**config.mk**
```make
export PLATFORM = sky130hd
export DESIGN_NAME = fft_packet_scheduler
export DESIGN_NICKNAME = d
export VERILOG_FILES = /design/src/rtl/fft_packet_scheduler.sv
export SDC_FILE = /design/constraint.sdc
export NUM_CORES = 1
export LEC_CHECK = 0
export ABC_AREA = 1
export BUFFER_PORTS_ARGS = -buffer_cell sky130_fd_sc_hd__buf_2
export CAP_MARGIN = 20
export CORE_UTILIZATION = 43
export CTS_CLUSTER_SIZE = 14
export DETAILED_ROUTE_END_ITERATION = 10
export GPL_TIMING_DRIVEN = 0
export PLACE_DENSITY = 0.85
export RECOVER_POWER = 50
export SYNTH_ARGS = -nofsm -noshare
export SYNTH_HDL_FRONTEND = slang
export SYNTH_SLANG_ARGS = --single-unit
```
**constraint.sdc**
```tcl
create_clock -name clk -period 1.95 [get_ports clk]
set_input_delay 0.2925 -clock clk [delete_from_list [all_inputs] [get_ports clk]]
set_output_delay 0.2925 -clock clk [all_outputs]
set_load 0.02 [all_outputs]
```
**src/rtl/fft_packet_scheduler.sv**
```systemverilog
// Per-packet sequencer ahead of the FFT pipeline: one command -> three side-channel tokens -> one data packet.
// Optional input-length checking is compiled in with `define FFT_SCHED_LEN_CHECK_EN.
module fft_packet_scheduler #(
  parameter int NIPC              = 1,
  parameter int MAX_FFT_SIZE_LOG2 = 12,
  parameter int FFT_CONFIG_W      = 16,
  parameter int MAX_OUTSTANDING   = 4,
  localparam int CP_LEN_W         = MAX_FFT_SIZE_LOG2,
  localparam int SIZE_W           = $clog2(MAX_FFT_SIZE_LOG2 + 1),
  localparam int DW               = NIPC * 32,
  localparam int CMD_W            = FFT_CONFIG_W + 2 * CP_LEN_W
) (
  input  logic                    clk,
  input  logic                    rst_n,
  input  logic [SIZE_W-1:0]       fft_size_log2,
  input  logic [CMD_W-1:0]        cmd_tdata,
  input  logic                    cmd_tvalid,
  output logic                    cmd_tready,
  output logic [FFT_CONFIG_W-1:0] fft_config_tdata,
  output logic                    fft_config_tvalid,
  input  logic                    fft_config_tready,
  output logic [CP_LEN_W-1:0]     cp_rem_tdata,
  output logic                    cp_rem_tvalid,
  input  logic                    cp_rem_tready,
  output logic [CP_LEN_W-1:0]     cp_ins_tdata,
  output logic                    cp_ins_tvalid,
  input  logic                    cp_ins_tready,
  input  logic [DW-1:0]           i_tdata,
  input  logic                    i_tlast,
  input  logic                    i_tvalid,
  output logic                    i_tready,
  output logic [DW-1:0]           p_tdata,
  output logic                    p_tlast,
  output logic                    p_tvalid,
  input  logic                    p_tready,
  input  logic                    done_tlast,
  input  logic                    done_tvalid,
  input  logic                    done_tready,
  output logic [3:0]              outstanding,
  output logic                    err_len,
  output logic                    busy,
  output logic [1:0]              dbg_state
);

  // All streams: a beat transfers on a rising edge where tvalid && tready; a source holds
  // tvalid and tdata stable until that edge and never waits on tready before asserting tvalid.

  typedef enum logic [1:0] {IDLE = 2'd0, ISSUE = 2'd1, PASS = 2'd2} state_t;

  state_t     state, state_next;
  logic       cmd_acc;
  logic       pkt_end;
  logic       pkt_done;
  logic [3:0] outstanding_next;

  assign cmd_acc  = cmd_tvalid & cmd_tready;
  assign pkt_end  = p_tvalid & p_tready & p_tlast;
  assign pkt_done = done_tvalid & done_tready & done_tlast;

  always_ff @(posedge clk or negedge rst_n) begin
    if (!rst_n) state <= IDLE;
    else        state <= state_next;
  end

  always_comb begin
    state_next = state;
    p_tdata    = i_tdata;
    p_tlast    = i_tlast;
    p_tvalid   = 1'b0;
    i_tready   = 1'b0;
    case (state)
      IDLE: begin
        if (cmd_acc) state_next = ISSUE;
      end
      ISSUE: begin
        // Leave once every token is either already gone or handshaking this cycle.
        if (!((fft_config_tvalid & ~fft_config_tready) |
              (cp_rem_tvalid & ~cp_rem_tready) |
              (cp_ins_tvalid & ~cp_ins_tready)))
          state_next = PASS;
      end
      PASS: begin
        p_tvalid = i_tvalid;
        i_tready = p_tready;
        if (i_tvalid & p_tready & i_tlast) state_next = IDLE;
      end
      default: state_next = IDLE;
    endcase
  end

  assign dbg_state = state;

  always_ff @(posedge clk or negedge rst_n) begin
    if (!rst_n) begin
      fft_config_tvalid <= 1'b0;
      cp_rem_tvalid     <= 1'b0;
      cp_ins_tvalid     <= 1'b0;
      fft_config_tdata  <= '0;
      cp_rem_tdata      <= '0;
      cp_ins_tdata      <= '0;
    end else if (cmd_acc) begin
      fft_config_tvalid <= 1'b1;
      cp_rem_tvalid     <= 1'b1;
      cp_ins_tvalid     <= 1'b1;
      fft_config_tdata  <= cmd_tdata[FFT_CONFIG_W-1:0];
      cp_rem_tdata      <= cmd_tdata[FFT_CONFIG_W +: CP_LEN_W];
      cp_ins_tdata      <= cmd_tdata[FFT_CONFIG_W+CP_LEN_W +: CP_LEN_W];
    end else begin
      fft_config_tvalid <= fft_config_tvalid & ~fft_config_tready;
      cp_rem_tvalid     <= cp_rem_tvalid & ~cp_rem_tready;
      cp_ins_tvalid     <= cp_ins_tvalid & ~cp_ins_tready;
    end
  end

  always_comb begin
    outstanding_next = outstanding;
    if (pkt_end && !pkt_done)
      outstanding_next = outstanding + 4'd1;
    else if (pkt_done && !pkt_end && outstanding != 4'd0)
      outstanding_next = outstanding - 4'd1;
  end

  // cmd_tready looks at the post-update count, so a decrement reopens it exactly one cycle later.
  always_ff @(posedge clk or negedge rst_n) begin
    if (!rst_n) begin
      outstanding <= 4'd0;
      cmd_tready  <= 1'b0;
    end else begin
      outstanding <= outstanding_next;
      cmd_tready  <= (state_next == IDLE) && (outstanding_next < 4'(MAX_OUTSTANDING));
    end
  end

  assign busy = (state != IDLE) || (outstanding != 4'd0);

`ifdef FFT_SCHED_LEN_CHECK_EN
  localparam int NIPC_LOG2 = $clog2(NIPC);

  logic [CP_LEN_W:0] exp_calc;
  logic [CP_LEN_W:0] exp_beats;
  logic [CP_LEN_W:0] beat_cnt;
  logic [CP_LEN_W:0] beat_num;
  logic              len_flag;
  logic              err_r;

  assign exp_calc = (((CP_LEN_W+1)'(1) << fft_size_log2) +
                     {1'b0, cmd_tdata[FFT_CONFIG_W +: CP_LEN_W]}) >> NIPC_LOG2;
  assign beat_num = beat_cnt + (CP_LEN_W+1)'(1);

  // len_flag remembers an early "reached expected without tlast" report so tlast stays silent.
  always_ff @(posedge clk or negedge rst_n) begin
    if (!rst_n) begin
      exp_beats <= '0;
      beat_cnt  <= '0;
      len_flag  <= 1'b0;
      err_r     <= 1'b0;
    end else begin
      err_r <= 1'b0;
      if (cmd_acc) begin
        exp_beats <= exp_calc;
        beat_cnt  <= '0;
        len_flag  <= 1'b0;
      end else if (p_tvalid && p_tready) begin
        if (p_tlast) begin
          beat_cnt <= '0;
          err_r    <= !len_flag && (beat_num != exp_beats);
        end else if (!len_flag) begin
          beat_cnt <= beat_num;
          if (beat_num == exp_beats) begin
            err_r    <= 1'b1;
            len_flag <= 1'b1;
          end
        end
      end
    end
  end

  assign err_len = err_r;
`else
  logic unused_size;
  assign unused_size = ^fft_size_log2;
  assign err_len     = 1'b0;
`endif

endmodule

```
After elaboration in Yosys (flattened, before gate mapping)
Cells that the tools add are included.

Register bits after elaboration: 50. Input bits: 88. Output and inout bits: 87. Logic and storage cells: 51.

Add/sub/neg operators: 2. Magnitude comparators: 1. Equal/unequal tests: 2. Mux-type cells: 11. Bitwise operators: 15. Reductions and logical operators: 11.

Operators by type and width (count): $and A1 B1 Y1 (10); $mux W4 (2); $mux W2 (3); $pmux W2 S3 (1); $mux W1 (5); $add A4 B1 Y4 const B (1); $logic_and A1 B1 Y1 (4); $logic_not A2 Y1 (2); $lt A4 B3 Y1 const B (1); $reduce_bool A4 Y1 (1); $sub A4 B1 Y4 const B (1); $not A1 Y1 (3); $eq A2 B1 Y1 const B (1); $eq A2 B2 Y1 const B (1); $logic_not A1 Y1 (2); $or A1 B1 Y1 (2); $reduce_bool A2 Y1 (1); $logic_or A1 B1 Y1 (1).

Longest topological paths before layout
Word-level depth: 11. Depth in mapped cells: 10. Gate-level depth less buffers: 10.

Worst setup path after synthesis
No wires, ideal clock.

Kind: flip-flop to flip-flop. Start: register outstanding[0]. End: register cmd_tready. Setup time: 0.069 ns. Data arrival time: 1.398 ns. Required time: 1.881 ns. Slack: 0.483 ns. Cell stages (with the launch flop): 10. Buffers on the path: 0. Period minus slack after synthesis: 1.467 ns. Cells stage by stage: dfrtp_1 > inv_1 > ha_1 > a21oi_4 > nand2_2 > nand2_1 > nand2_1 > nand2_2 > nand2_2 > nor2_2.

Word-level cells in the longest chain between the ends: 6. Elaborated cells on any way between the ends: 8. Classes of those cells: add/sub (2); order compare (1); mux (2); reduce/logical (3).

RTL lines: from (decl) (line 39) `output logic [3:0] outstanding,`; from (signal assigned) (line 129) `outstanding <= outstanding_next;`; branches (longest 3 deep; another with $sub A4 B1 Y4); $mux W4 * (line 117) `if (pkt_end && !pkt_done)`; net outstanding_next[3] (line 54) `logic [3:0] outstanding_next;`; $lt A4 B3 Y1 * (line 130) `cmd_tready <= (state_next == IDLE) && (outstanding_next < 4'(MAX_OUTSTANDING));`; $logic_and A1 B1 Y1 * (line 130); to (signal assigned) (line 130); to (decl) (line 18) `output logic cmd_tready,`.

Mark *: on every way through the listed nets, which the timed path passes. A chain may end at the register's enable or synchronous reset.

Worst setup path in the final report
Start: register outstanding[0]. End: output busy.

Word-level cells in the longest chain between the ends: 2.

RTL lines: $reduce_bool A4 Y1 (line 134) `assign busy = (state != IDLE) || (outstanding != 4'd0);`; $logic_or A1 B1 Y1 (line 134); to (decl) (line 41) `output logic busy,`.

Every way passes these cells.

==> qor.txt <==
CP max-delay cell - dfrtp_1
first-pass detailed-route iteration total - 4
FF+latch area - 1250 µm²
Layout fillers - 459
total internal power - 2870 µW
vias in the first global route - 1,957
Clock power frac - 0.143
FP Rows - 26
Post-Layout Cell Count - 419
first-pass GRT wire length - 8580 µm
critical path startpoint - outstanding[0]$_DFFE_PN0P_
max-cap violations - 0
slew margin rel. - 0.223
Final Hold Fails - 0
crit-path cells - inv_1, ha_1, nand4_1, buf_2
RSZ-0062 raised after global routing - false
clk sinks - 50
outcome - complete, no violations
final WL - 5210 µm
initial core utilization - 0.454
Synthesis Warnings - 0
Final nets - 438
initial antenna violation count - 0
WL/cell - 12.4 µm
GRT Resource Usage Total - 0.186
maximum vdd ir drop - 0.934 mV
critical path class - flip-flop to output port
DR DRC count - 0
Pleak - 0.00169 µW
GRT overflow - 0
Routed Antenna Nets - 0
top-count cell post-synth - dfrtp_1
Gate power share - 0.480
CORE AREA - 5200 µm²
Unique masters post-synth - 22
final core occ - 0.619
DP Wirelength - 4090 µm
sw frac - 0.419
Startpoint Class - flip-flop
Final TNS setup - 0 ns
synth top area cells - dfrtp_1 53%, mux2_2 11%, buf_4 11%
clock root cell - clkbuf_8
Die X - 76.1 µm
Power Dens Cells - 1530 nW/µm²
placed cells - 409
hold_buf cts - 0
final setup fails - 0
Post-Syn Nets - 292
Seq/Total Area, Yosys - 0.530
H-Tree Depth - 2
Critical Path AT - 1.43 ns
sequential group share of total power - 0.377
Layout area overhead - 36.3%
WHS - 0.199 ns
area occupied by multi-input gates - 783 µm²
# resized after CTS - 0
Post-synth EDFFs - 0
sw power - 2070 µW
Via-to-Cell Ratio - 4.50
fmax - 581 MHz
GP Congestion - 0.751
die area - 5790 µm²
Ant. Diodes - 0
Bufs on Longest Clock Path - 2
cell taking the most area after synthesis - dfrtp_1
Critical Path Fanout Max - 5
cells after synthesis - 202
largest net degree at the start of global routing - 51
FF-to-FF Start - outstanding[0]$_DFFE_PN0P_
Synth async-reset ratio - 1.00
CTS buffer count - 5
CTS tree - built
slowest stage delay, CP - 0.45 ns
Period Utilization, post-route - 0.883
measured slew at the worst slew-check pin - 1.16 ns
hold crit path type - input pin to flip-flop
CP Data Required Time - 1.66 ns
Post-synth top flop - dfrtp_1
syn_area_per_cell - 11.7 µm²
mapped cell area - 2360 µm²
Vert. Die Dim - 76.1 µm
worst setup path end - busy
CP Capture Type - output port
Clk Latency, worst-skew pair - 0.29 ns
Worst R2R Path Depth - 9
CTS clk-pin slew, worst paths - 0.09 ns
max-slew violations - 0
Synth top cells by count - 50 x dfrtp_1, 34 x buf_4, 25 x nand2_1
Setup Skew - 0.00491 ns
Post-CTS Setup Bufs - 0
drt first-iter violations - 20
flop-to-flop setup slack - 0.47 ns
Final min period - 1.72 ns
RR Endpoint - cmd_tready$_DFF_PN0_
IO Pins - 175
top cell type's share of synthesized area - 0.530
PortBufs - 137
share of cells above drive strength 1 - 0.504
routed via count - 1,887
FF+latch count, synth - 50
worst min-delay path by stage:
stage                                                   to                              from  slack, ns  depth (start not counted)
final                     fft_config_tdata[13]$_DFFE_PN0P_                     cmd_tdata[13]       0.20                          2
after global routing      fft_config_tdata[13]$_DFFE_PN0P_                     cmd_tdata[13]       0.19                          2
after CTS                 fft_config_tdata[10]$_DFFE_PN0P_                     cmd_tdata[10]       0.19                          2
after detailed placement  fft_config_tdata[13]$_DFFE_PN0P_  fft_config_tdata[13]$_DFFE_PN0P_       0.48                          1
after global placement         cp_ins_tdata[6]$_DFFE_PN0P_       cp_ins_tdata[6]$_DFFE_PN0P_       0.47                          1
after floorplan                       cmd_tready$_DFF_PN0_                             rst_n     -0.003                          0
worst max-delay path, delay by kind of cell (launching register included):
family | cells | cell delay [ns]
and+or+nand+nor | 1 | 0.11
buffers and inverters | 2 | 0.29
DFF | 1 | 0.45
adders and majority gates | 1 | 0.29
registers in the layout, indices dropped and copies added (netlist names):
signal,cells
fft_config_tdata,16
outstanding,4
cp_ins_tvalid,1
cp_rem_tdata,12
dbg_state,2
fft_config_tvalid,1
cmd_tready,1
cp_rem_tvalid,1
cp_ins_tdata,12
power groups by stage:
stage / sequential [µW] / clock, µW / combinational [µW]
floorplan: 2500 / 0 / 952
global placement: 1840 / 0 / 2360
detailed placement: 1870 / 0 / 2430
CTS: 1860 / 736 / 2430
global route: 1940 / 760 / 2560
finish: 1860 / 704 / 2370
per-stage QoR:
step	instance area (µm²)	setup slack (ns)	total power [µW]
floorplan	2360	0.483	3450
global placement	3140	0.511	4200
detailed placement	3140	0.485	4300
CTS	3240	0.213	5020
global route	3220	0.134	5260
finish	3220	0.228	4940
per-layer routing:
layer  vias up  track usage  share of wire
li1        908            -              -
met1       864        0.188           0.37
met2       111        0.345           0.51
met3         4       0.0671           0.11
met4         0       0.0750          0.011
met5         -            0              0
layout make-up:
class / count / area share
Buffer: 38 / 0.0855
Tap cell: 70 / 0.0272
Sequential cell: 50 / 0.389
Multi-Input combinational cell: 100 / 0.243
Inverter: 14 / 0.0163
Clock buffer: 7 / 0.0237
Clock inverter: 1 / 0.00933
Timing Repair Buffer: 139 / 0.206
cell families after synthesis:
group / Yosys count / synth area share
compound gates: 4 / 0.0159
xor+xnor: 4 / 0.0148
fa+ha+maj: 2 / 0.0106
buf+inv: 52 / 0.139
flops: 50 / 0.530
mux: 40 / 0.191
other cells: 1 / 0.00159
simple gates: 49 / 0.0980
cells in the final DEF (no fill, tap or decap), types with 2 or more instances in the layout:
master	synthesis	routed
nor2_1	3	3
nand2_2	5	5
nand2_1	25	25
mux2_1	17	17
xor2_1	4	4
nor2_2	4	4
nand4_1	3	3
inv_1	12	12
buf_4	34	34
nand3_1	7	7
clkbuf_1	0	44
inv_2	2	2
mux2_2	23	23
buf_2	4	99
clkbuf_8	0	5
dfrtp_1	50	50
ha_1	2	2
Note: power is estimated with default switching activity, not from simulation.
